--- src/rtl/pps_holdover_ctrl.sv ---
// 1PPS qualification and holdover controller: synchronizes pps_in, validates the
// edge-to-edge period, locks after consecutive good seconds and free-runs on loss.
module pps_holdover_ctrl #(
    parameter int C_CLOCK_FREQUENCY = 25000000,
    parameter int C_TOLERANCE       = 100,
    parameter int C_LOCK_COUNT      = 3,
    parameter int C_HOLDOVER_MAX    = 10
) (
    input  logic        ptp_clk,
    input  logic        ptp_resetn,
    input  logic        pps_in,
    output logic        pps_out,
    output logic        locked,
    output logic        holdover,
    output logic [31:0] pps_period,
    output logic        pps_err
);

    localparam int LP_CW = $clog2(C_CLOCK_FREQUENCY + C_TOLERANCE + 1);
    localparam int LP_GW = $clog2(C_LOCK_COUNT + 1);
    localparam int LP_SW = $clog2(C_HOLDOVER_MAX + 1);

    localparam logic [LP_CW-1:0] LP_CNT_TMO   = LP_CW'(C_CLOCK_FREQUENCY + C_TOLERANCE);
    localparam logic [LP_CW-1:0] LP_CNT_WRAP  = LP_CW'(C_CLOCK_FREQUENCY - 1);
    localparam logic [LP_CW-1:0] LP_CNT_HO    = LP_CW'(C_TOLERANCE + 1);
    localparam logic [LP_CW-1:0] LP_PH_EARLY  = LP_CW'(C_TOLERANCE);
    localparam logic [LP_CW-1:0] LP_PH_LATE   = LP_CW'(C_CLOCK_FREQUENCY - C_TOLERANCE);
    localparam logic [31:0]      LP_P_MIN     = 32'(C_CLOCK_FREQUENCY - C_TOLERANCE);
    localparam logic [31:0]      LP_P_MAX     = 32'(C_CLOCK_FREQUENCY + C_TOLERANCE);
    localparam logic [LP_GW-1:0] LP_GOOD_LOCK = LP_GW'(C_LOCK_COUNT);
    localparam logic [LP_SW-1:0] LP_SECS_MAX  = LP_SW'(C_HOLDOVER_MAX);

    typedef enum logic [1:0] {
        ST_SEARCH   = 2'd0,
        ST_VALIDATE = 2'd1,
        ST_LOCKED   = 2'd2,
        ST_HOLDOVER = 2'd3
    } state_t;

    logic             r_sync1;
    logic             r_sync2;
    logic             r_sync3;
    logic [1:0]       r_vld;
    logic             r_armed;
    state_t           r_state;
    logic [LP_CW-1:0] r_cnt;
    logic [LP_GW-1:0] r_good;
    logic [LP_SW-1:0] r_secs;
    logic             r_pps_out;
    logic             r_pps_err;
    logic             r_locked;
    logic             r_holdover;
    logic [31:0]      r_pps_period;

    logic             w_edge;
    logic [31:0]      w_period;
    logic             w_period_ok;
    logic [LP_GW-1:0] w_good_inc;
    state_t           w_state_nxt;
    logic [LP_CW-1:0] w_cnt_nxt;
    logic [LP_GW-1:0] w_good_nxt;
    logic [LP_SW-1:0] w_secs_nxt;
    logic             w_pulse;
    logic             w_err;
    logic             w_period_ld;

    // Input synchronizer and edge register; edges are armed only once a low level
    // sampled after reset has been seen, so a level held high across reset is ignored.
    always_ff @(posedge ptp_clk or negedge ptp_resetn) begin
        if (!ptp_resetn) begin
            r_sync1 <= 1'b0;
            r_sync2 <= 1'b0;
            r_sync3 <= 1'b0;
            r_vld   <= 2'b00;
            r_armed <= 1'b0;
        end else begin
            r_sync1 <= pps_in;
            r_sync2 <= r_sync1;
            r_sync3 <= r_sync2;
            r_vld   <= {r_vld[0], 1'b1};
            r_armed <= r_armed | (r_vld[1] & ~r_sync2);
        end
    end

    assign w_edge      = r_sync2 & ~r_sync3 & r_armed;
    assign w_period    = 32'(r_cnt) + 32'd1;
    assign w_period_ok = (w_period >= LP_P_MIN) && (w_period <= LP_P_MAX);
    assign w_good_inc  = r_good + LP_GW'(1);

    // Next-state, counter and output-pulse decode; an edge wins over timeout or wrap.
    always_comb begin
        w_state_nxt = r_state;
        w_cnt_nxt   = r_cnt + LP_CW'(1);
        w_good_nxt  = r_good;
        w_secs_nxt  = r_secs;
        w_pulse     = 1'b0;
        w_err       = 1'b0;
        w_period_ld = 1'b0;
        case (r_state)
            ST_SEARCH: begin
                if (w_edge) begin
                    w_cnt_nxt   = '0;
                    w_good_nxt  = '0;
                    w_state_nxt = ST_VALIDATE;
                end else begin
                    w_state_nxt = ST_SEARCH;
                end
            end
            ST_VALIDATE: begin
                if (w_edge) begin
                    w_period_ld = 1'b1;
                    w_cnt_nxt   = '0;
                    if (w_period_ok) begin
                        w_good_nxt = w_good_inc;
                        if (w_good_inc == LP_GOOD_LOCK) begin
                            w_state_nxt = ST_LOCKED;
                            w_pulse     = 1'b1;
                        end else begin
                            w_state_nxt = ST_VALIDATE;
                        end
                    end else begin
                        w_err      = 1'b1;
                        w_good_nxt = '0;
                    end
                end else if (r_cnt == LP_CNT_TMO) begin
                    w_cnt_nxt   = '0;
                    w_state_nxt = ST_SEARCH;
                end else begin
                    w_state_nxt = ST_VALIDATE;
                end
            end
            ST_LOCKED: begin
                if (w_edge) begin
                    w_period_ld = 1'b1;
                    w_cnt_nxt   = '0;
                    if (w_period_ok) begin
                        w_pulse = 1'b1;
                    end else begin
                        w_err       = 1'b1;
                        w_good_nxt  = '0;
                        w_state_nxt = ST_VALIDATE;
                    end
                end else if (r_cnt == LP_CNT_TMO) begin
                    // Missed second: keep the phase of the last edge, so cnt resumes at T+1.
                    w_cnt_nxt   = LP_CNT_HO;
                    w_secs_nxt  = LP_SW'(1);
                    w_pulse     = 1'b1;
                    w_state_nxt = ST_HOLDOVER;
                end else begin
                    w_state_nxt = ST_LOCKED;
                end
            end
            ST_HOLDOVER: begin
                if (w_edge) begin
                    w_period_ld = 1'b1;
                    w_cnt_nxt   = '0;
                    if (r_cnt <= LP_PH_EARLY) begin
                        w_state_nxt = ST_LOCKED;
                    end else if (r_cnt >= LP_PH_LATE) begin
                        w_pulse     = 1'b1;
                        w_state_nxt = ST_LOCKED;
                    end else begin
                        w_err       = 1'b1;
                        w_good_nxt  = '0;
                        w_state_nxt = ST_VALIDATE;
                    end
                end else if (r_cnt == LP_CNT_WRAP) begin
                    w_cnt_nxt = '0;
                    if (r_secs == LP_SECS_MAX) begin
                        w_secs_nxt  = '0;
                        w_state_nxt = ST_SEARCH;
                    end else begin
                        w_secs_nxt = r_secs + LP_SW'(1);
                        w_pulse    = 1'b1;
                    end
                end else begin
                    w_state_nxt = ST_HOLDOVER;
                end
            end
            default: begin
                w_cnt_nxt   = '0;
                w_good_nxt  = '0;
                w_secs_nxt  = '0;
                w_state_nxt = ST_SEARCH;
            end
        endcase
    end

    // State, counters and registered outputs.
    always_ff @(posedge ptp_clk or negedge ptp_resetn) begin
        if (!ptp_resetn) begin
            r_state      <= ST_SEARCH;
            r_cnt        <= '0;
            r_good       <= '0;
            r_secs       <= '0;
            r_pps_out    <= 1'b0;
            r_pps_err    <= 1'b0;
            r_locked     <= 1'b0;
            r_holdover   <= 1'b0;
            r_pps_period <= 32'd0;
        end else begin
            r_state    <= w_state_nxt;
            r_cnt      <= w_cnt_nxt;
            r_good     <= w_good_nxt;
            r_secs     <= w_secs_nxt;
            r_pps_out  <= w_pulse;
            r_pps_err  <= w_err;
            r_locked   <= (w_state_nxt == ST_LOCKED);
            r_holdover <= (w_state_nxt == ST_HOLDOVER);
            if (w_period_ld) begin
                r_pps_period <= w_period;
            end
        end
    end

    assign pps_out    = r_pps_out;
    assign pps_err    = r_pps_err;
    assign locked     = r_locked;
    assign holdover   = r_holdover;
    assign pps_period = r_pps_period;

endmodule

--- config.mk ---
export PLATFORM = sky130hd
export DESIGN_NAME = pps_holdover_ctrl
export DESIGN_NICKNAME = d
export VERILOG_FILES = /design/src/rtl/pps_holdover_ctrl.sv
export SDC_FILE = /design/constraint.sdc
export NUM_CORES = 1
export LEC_CHECK = 0
export ABC_AREA = 0
export ABC_CLOCK_PERIOD_IN_PS = 3800
export CORE_MARGIN = 4
export CORE_UTILIZATION = 28
export CTS_BUF_LIST = sky130_fd_sc_hd__clkbuf_16
export DETAILED_ROUTE_END_ITERATION = 8
export GPL_TIMING_DRIVEN = 0
export PLACE_DENSITY = 0.47
export SKIP_CTS_REPAIR_TIMING = 1
export SYNTH_ARGS = -nofsm -noshare
export SYNTH_HDL_FRONTEND = slang
export SYNTH_SLANG_ARGS = --single-unit
--- constraint.sdc ---
create_clock -name ptp_clk -period 3.8 [get_ports ptp_clk]
set_clock_uncertainty 0.2 [all_clocks]
set_input_delay 0.76 -clock ptp_clk [delete_from_list [all_inputs] [get_ports ptp_clk]]
set_output_delay 0.76 -clock ptp_clk [all_outputs]
set_load 0.03 [all_outputs]
Word-level counts from Yosys, hierarchy flattened
Cells that the tools add are included.

Register bits: 75. Latch bits: 0. RAM bits: 0. ROM bits: 0. Bits of input ports: 3. Logic and storage cells: 112. Memories: 0.

Add/subtract/negate cells: 4. $mul: 0. Div/mod/pow operators: 0. Magnitude comparators: 4. Eq/ne operators: 20. Shift-type cells: 0. Mux-type cells: 57. Bitwise logic cells: 6. Reductions and logical operators: 7.

Operator list (count): $mux W25 (7); $pmux W25 S4 (1); $eq A25 B25 Y1 const B (2); $mux W2 (18); $add A25 B1 Y26 const B (1); $ge A26 B25 Y1 const B (1); $le A26 B25 Y1 const B (1); $add A25 B1 Y25 const B (1); $ge A25 B25 Y1 const B (1); $le A25 B7 Y1 const B (1); $ne A2 B2 Y1 const B (11); $mux W1 (21); $mux W4 (5); $pmux W2 S4 (2); $eq A2 B2 Y1 const B (5); $pmux W4 S2 (1); $reduce_and A7 Y1 (1); $reduce_and A5 Y1 (1); $add A4 B1 Y4 const B (1); $eq A4 B4 Y1 const B (1); $and A1 B1 Y1 (3); $pmux W1 S3 (1); $reduce_or A3 Y1 (1); $add A2 B1 Y2 const B (1); 8 further kinds (9).

Longest topological paths before layout
Gate-level depths: netlist of the first run.

Word-level depth: 7. Gate-level depth with buffers: 12.

Least setup slack after synthesis of the first run
No wires, ideal clock.

Path kind: reg2reg. Start: reg r_cnt[0]. End: reg r_good[0]. Library setup time: 0.118 ns. Data arrival time: 2.549 ns. Required time: 3.482 ns. Path slack: 0.933 ns. Stages on the path, launching flop included: 10. Period minus slack after synthesis: 2.867 ns. Path through: dfrtp_1 > ha_1 > clkinv_1 > nor4_4 > a21oi_1 > a311o_1 > o311a_1 > o2111ai_2 > o21ai_1 > a21o_1.

Cells in the longest elaborated chain, start to end: 6. Elaborated cells on any way between the ends: 13.

Ends and longest elaborated chain: start, declared (RTL line 46) `logic [LP_CW-1:0] r_cnt;`; start signal, assigned (RTL line 203) `r_cnt <= w_cnt_nxt;`; $add A25 B1 Y26 (RTL line 86) `assign w_period = 32'(r_cnt) + 32'd1;`; $ge A26 B25 Y1 / $le A26 B25 Y1 (equally long branches) (RTL line 87) `assign w_period_ok = (w_period >= LP_P_MIN) && (w_period <= LP_P_MAX);`; $logic_and A1 B1 Y1 (RTL line 87); $mux W2 (RTL line 113) `if (w_period_ok) begin`; $mux W2 (RTL line 110) `if (w_edge) begin`; $pmux W2 S4 (RTL line 99) `case (r_state)`; end signal, assigned (RTL line 204) `r_good <= w_good_nxt;`; end, declared (RTL line 47) `logic [LP_GW-1:0] r_good;`.

Parallel ways exist; a longest one is shown, timed or not. The select of a mux whose other input is x is not followed. A chain may end at the register's enable or synchronous reset.

Worst setup path after layout of the first run
Start: reg r_cnt[0]. End: reg r_cnt[18].

Cells in the longest elaborated chain, start to end: 4. Elaborated cells on any way between the ends: 11.

Ends and longest elaborated chain: $add A25 B1 Y25 (tied with other cells) (RTL line 93) `w_cnt_nxt = r_cnt + LP_CW'(1);`; $mux W25, on equally long branches (RTL line 167, 125, 143); $mux W25, on equally long branches (RTL line 154, 110, 133); $pmux W25 S4 * (RTL line 99); net w_cnt_nxt[18] (RTL line 60) `logic [LP_CW-1:0] w_cnt_nxt;`.

The timed path passes the listed nets; every way through them passes the cells marked *.

==> results.toml, run 1 <==
[logic_synthesis]
yosysUniqueCellTypes = 66
synthSimpleGateAreaFrac = 0.2506
yosysTopAreaCell = "dfrtp_1"
avgSynthCellArea_um2 = 9.015
synth_edf_count = 0
synth.top_cell.area_share = 0.4373
synthFlopType = "dfrtp_1"
synthTopCellsByArea = "dfrtp_1, nor2_1, a21oi_1"
muxShareOfSynthArea = 0.01394
yosys_warnings = 0
synth-seq-cells = 69
netlist_area_um2 = 3949
seq_area_frac_synth = 0.4373
synthCells = 438
synth_top_family_by_area = "simple AND/OR/NAND/NOR gates"
synth_compound_area_frac = 0.1603
synth-adder-area-share = 0.01901
async_flop_share = 1.000
synth-xor-area-share = 0.05767

[timing]
setup_viol = 0
fin_crit_ps = 3494
fin_crit_sh = 0.9196
relSlewSlack = 0.4947
tightest_slew_ps = 758.0
fmax_ghz = 0.2862
finalWorstSetupSlack_ps = 305.6
rsz0062_at_grt = "false"
drv_slew = 0
final_hold_viol_count = 0

[die]
ios = 39
die_area_um2 = 16070
die_y_um = 126.8
rows = 43
die_w_um = 126.8
coreArea_um2 = 13830
initial_core_util = 0.2856

[clocking]
clockBufferDepth = 2
cts_buffers = 9
clock-root-buffer = "clkbuf_16"
clk_latency_ps = 340
clk_pin_slew_worst_paths_ps = 60
h-tree-depth = 3
cts.sinks = 69
cts_tree = "yes"

[route]
vias = 3283
wire_per_inst_um = 16.13
ant_nets = 0
firstDrtPassIters = 4
wl_um = 10830
drtIter0Drc = 219
avgViaCountPerCell = 4.893
drc = 0

[finish]
finalInstanceArea_um2 = 4821
nets = 496
layout-drive-gt1-share = 0.09980
final_common_cell = "dfrtp_1"
final_cell_mix = "dfrtp_1, nor2_1, a21oi_1, clkdlybuf4s50_1, nand2_1"
instances_no_fill = 671
insertedDiodeCount = 0
area_growth_pct = 22.08

[pwr]
power_density_nw_per_um2 = 439.6
totalPowerFinal_uw = 2119
vdd_drop_max_v = 0.0002523
leakage_uw = 0.002000

[grt]
grt_max_degree = 38
track_usage = 0.1415
grt_pass1_vias = 3267
antenna_found_initial = 0
grt_pass1_wl_um = 17940
grt_overflow = 0

[critical_path]
slowest_stage = "clkbuf_1"
crit_path_max_incr_delay_ps = 550
worstSetupPathType = "flop to flop"
crit_path_end_kind = "flop"
cp-start-kind = "flop"
cp_max_fo = 10
critPathRequiredTime_ps = 3790
crit_path_cell_trace = "inv_1 > ha_1 > nand2_1 > or4_1 > or4_1 > clkbuf_1 > nor2_1 > o21ai_1 > nand2_1 > or2_1 > clkbuf_1 > nor2_1"
r2r_start = "r_cnt[0]$_DFF_PN0_"
critPathArrivalTime_ps = 3480
cp_top_family = "simple AND/OR/NAND/NOR gates"
cp-startpoint = "r_cnt[0]$_DFF_PN0_"
crit_buf_inv = 3

[placed_design]
dp_hpwl_um = 7866
dpl-instance-area_um2 = 4531
port_buffers = 32
gp_congestion = 0.8913
dp.cells = 656
pre_cts_ws_ps = -67.79

[status]
status = "completed"

[hold_path]
min_path_type = "flop to flop"
worstHoldStart = "r_sync1$_DFF_PN0_"

[run]
drv_cap = 0
[cells in the mapped netlist, types with 3 or more instances]
library cell and instances:
nand2_1 29, ha_1 6, xnor2_1 12, nor3_1 4
dfrtp_1 69, inv_1 11, nand4b_1 5, nor2_1 68
and4_1 5, and3_1 8, clkbuf_1 27, o21ai_0 14
and2_1 5, o31ai_1 3, o21ai_1 4, nor2b_1 5
nor4_1 7, nand2b_1 3, o211ai_1 4, a21oi_1 35
nand3_1 14, nand4_1 7, buf_4 7, mux2_2 4
a31oi_1 6, a21o_1 4, buf_2 7, xor2_1 14
nor3_2 3, or4_1 3
[per-stage QoR]
stage                     utilization  setup TNS [ps]  hold WS (ps)
after floorplan                     -               0         131.2
after global routing           0.3487               0         162.5
final                          0.3487               0         145.7
after global placement         0.3264          -48160         131.8
after CTS                      0.3480          -792.0         148.6
after detailed placement       0.3277          -582.7         135.6
[layer usage]
layer	track usage	share of wire
met1	0.1955	0.48
met2	0.2186	0.47
met3	0.04000	0.042
met4	0.03659	0.011
met5	0	0
[power by group]
part	switching [uW]	internal (uW)
sequential	55.1	800
combinational	293	170
clock	304	497
[flip-flops by register name, summed over array words and instances, names as in the netlist, 2 cells and up]
| register | cells |
|---|---|
| r_secs | 4 |
| r_vld | 2 |
| r_cnt | 25 |
| r_good | 2 |
| r_state | 2 |
| pps_period | 26 |
[final timing paths]
path | end | slack [ps] | cells past startpoint
min in group asynchronous | r_sync2$_DFF_PN0_ | 170 | 1
hold / removal | r_sync2$_DFF_PN0_ | 150 | 0
setup / recovery | r_cnt[18]$_DFF_PN0_ | 310 | 12
hold reg to reg | r_sync2$_DFF_PN0_ | 150 | 0
max in group asynchronous | pps_period[11]$_DFFE_PN0P_ | 2680 | 2
setup reg to reg | r_cnt[18]$_DFF_PN0_ | 310 | 12
[final cells by class]
cell class / instances / area [um2]
Fill cell: 1404 / 9006
Multi-Input combinational cell: 321 / 2016
Sequential cell: 69 / 1727
Timing Repair Buffer: 33 / 337.8
Clock buffer: 9 / 225.2
Tap cell: 180 / 225.2
Buffer: 41 / 188.9
Clock inverter: 6 / 56.30
Inverter: 12 / 45.04
[logic make-up after synthesis]
kind of cell,count (synthesis)
xor+xnor,26
buf+inv,53
other cells,2
simple gates,183
flops,69
compound gates,94
fa+ha+maj,6
mux,5
Power figures use the tool's default switching activity.
==> run 2: changes to the inputs <==
--- a/config.mk
+++ b/config.mk
@@ -12,6 +12,7 @@
 export CTS_BUF_LIST = sky130_fd_sc_hd__clkbuf_16
 export DETAILED_ROUTE_END_ITERATION = 8
 export GPL_TIMING_DRIVEN = 0
+export HOLD_SLACK_MARGIN = 0.05
 export PLACE_DENSITY = 0.47
 export SKIP_CTS_REPAIR_TIMING = 1
 export SYNTH_ARGS = -nofsm -noshare
==> results of run 2 <==
The final DEF is identical to that of run 1; final timing and power are the same.
==> run 3: changes to the inputs <==
--- a/config.mk
+++ b/config.mk
@@ -9,7 +9,7 @@
 export ABC_CLOCK_PERIOD_IN_PS = 3800
 export CORE_MARGIN = 4
 export CORE_UTILIZATION = 28
-export CTS_BUF_LIST = sky130_fd_sc_hd__clkbuf_16
+export CTS_BUF_LIST = sky130_fd_sc_hd__clkbuf_4 sky130_fd_sc_hd__clkbuf_8
 export DETAILED_ROUTE_END_ITERATION = 8
 export GPL_TIMING_DRIVEN = 0
 export HOLD_SLACK_MARGIN = 0.05
==> run 3 against run 2 <==
Against the previous run:
- first-iteration DRC count is 0.91% higher
- sequential power fell by 0.5%
- via count decreased by 1.1%
- register-to-register slack worse by 30 ps
- hold slack barely moved
- sequential share of layout area up 0.59 points
- sequential cell count unchanged
- core utilization shrank 0.56 points
- global-route usage increased by 0.054 points
- critical path depth stayed put
- highest routed layer unchanged
==> results.toml, run 3 (same netlist as run 1, synthesis figures left out) <==
[timing]
final_hold_viol_count = 0
fmax_ghz = 0.2840
fin_crit_sh = 0.9266
relSlewSlack = 0.5048
tightest_slew_ps = 742.8
finalWorstSetupSlack_ps = 278.8
rsz0062_at_grt = "false"
drv_slew = 0
setup_viol = 0
fin_crit_ps = 3521

[finish]
insertedDiodeCount = 0
final_common_cell = "dfrtp_1"
largest_reg_flops = 26
layout-drive-gt1-share = 0.1059
fillers = 1412
area_growth_pct = 20.12
final_cell_mix = "dfrtp_1, nor2_1, a21oi_1, clkdlybuf4s50_1, nand2_1"
multiInputGateArea_um2 = 2016
instances_no_fill = 671
regArea_um2 = 1727
nets = 496

[pwr]
vdd_drop_max_v = 0.0002238
power_frac_comb = 0.239
clkPwrFrac = 0.320
power_frac_seq = 0.441
leakage_uw = 0.001964
power.internal_uw = 1312
netSwitchingPower_uw = 622.9
sw_frac_of_total = 0.3220
power_density_nw_per_um2 = 407.8

[placed_design]
pre_cts_ws_ps = -67.79
dp_hpwl_um = 7866
dp.cells = 656
port_buffers = 32
gp_congestion = 0.8913

[critical_path]
critPathRequiredTime_ps = 3810
crit_path_max_incr_delay_ps = 560
slowest_stage = "clkbuf_1"
r2r_cells = 12
cp-startpoint = "r_cnt[0]$_DFF_PN0_"
critPathArrivalTime_ps = 3530
crit_path_end_kind = "flop"
cp_max_fo = 10
r2r_start = "r_cnt[0]$_DFF_PN0_"
ff2ff_setup_slack_ps = 280
r2r-end = "r_cnt[18]$_DFF_PN0_"
cp-start-kind = "flop"
worstSetupPathType = "flop to flop"
setup.worst_path.end = "r_cnt[18]$_DFF_PN0_"
crit_path_cell_trace = "inv_1 > ha_1 > nand2_1 > or4_1 > or4_1 > clkbuf_1 > nor2_1 > o21ai_1 > nand2_1 > or2_1 > clkbuf_1 > nor2_1"

[clocking]
cts.sinks = 69
clk_latency_ps = 360
cts_tree = "yes"
h-tree-depth = 3
cts_buffers = 9
clk_pin_slew_worst_paths_ps = 80
clockBufferDepth = 2
clock-root-buffer = "clkbuf_8"

[die]
die_y_um = 126.8
ios = 39
rows = 43
coreArea_um2 = 13830
initial_core_util = 0.2856
die_area_um2 = 16070
die_w_um = 126.8

[route]
ant_nets = 0
wl_um = 10810
vias = 3246
avgViaCountPerCell = 4.838
drtIter0Drc = 221
firstDrtPassIters = 4
drc = 0
wire_per_inst_um = 16.11

[grt]
grt_pass1_vias = 3252
antenna_found_initial = 0
grt_max_degree = 38
track_usage = 0.1420
grt_overflow = 0
grt_pass1_wl_um = 17950

[run]
drv_cap = 0

[status]
status = "completed"

[hold_path]
min_path_type = "primary input to async pin"
## run 3: cell count changes in the layout (fill, tap and decap cells not counted), sizes merged
cell / previous run / this run
clkbuf: 36 / 39
clkinv: 3 / 1
inv: 12 / 11
## run 3: worst max-delay path: cells and delay by family, from the launching register on
family	cells	cell delay [ps]
simple gates	7	1540
buf+inv	3	870
flops	1	440
fa+ha+maj	1	200
compound gates	1	120
## run 3: how the worst min path moves through the flow
stage                            start                   end  slack [ps]
detailed placement   r_sync1$_DFF_PN0_     r_sync2$_DFF_PN0_         140
global route                ptp_resetn  r_state[1]$_DFF_PN0_         150
floorplan            r_sync1$_DFF_PN0_     r_sync2$_DFF_PN0_         130
global placement    r_vld[0]$_DFF_PN0_    r_vld[1]$_DFF_PN0_         130
finish                      ptp_resetn     r_sync2$_DFF_PN0_         150
CTS                         ptp_resetn     r_sync2$_DFF_PN0_         140
## run 3: area by class of cell
class / instances / share of cell area
multi-input cells: 321 / 0.4250
clock buffers: 12 / 0.03350
plain buffers: 41 / 0.03983
well taps: 180 / 0.04748
flip-flops and latches: 69 / 0.3640
repair buffers: 33 / 0.07122
clock inverters: 3 / 0.009496
inverters: 12 / 0.009496
## run 3: through the flow
step,TNS [ps],hold slack (ps),power (uW),util,area (um2)
final,0,145.6,1934,0.3430,4743
after global routing,0,146.0,2063,0.3430,4743
after CTS,-879.5,141.3,1968,0.3424,4735
after detailed placement,-582.7,135.6,1332,0.3277,4531
after global placement,-48160,131.8,1330,0.3264,4513
after floorplan,0,131.2,1150,-,3968
## run 3: power groups by stage
stage | clock, uW | sequential [uW] | combinational, uW
CTS | 648 | 853 | 468
finish | 619 | 852 | 463
global placement | 0 | 866 | 463
floorplan | 0 | 949 | 201
global route | 688 | 863 | 511
detailed placement | 0 | 867 | 464
## run 3: metal layers
metal / global-route usage / vias to the layer above / wire length [um]
met5: 0 / - / 0
met4: 0.04795 / 0 / 113
met3: 0.03621 / 8 / 448
met2: 0.2179 / 57 / 5116
met1: 0.1953 / 1552 / 5130
li1: - / 1629 / -
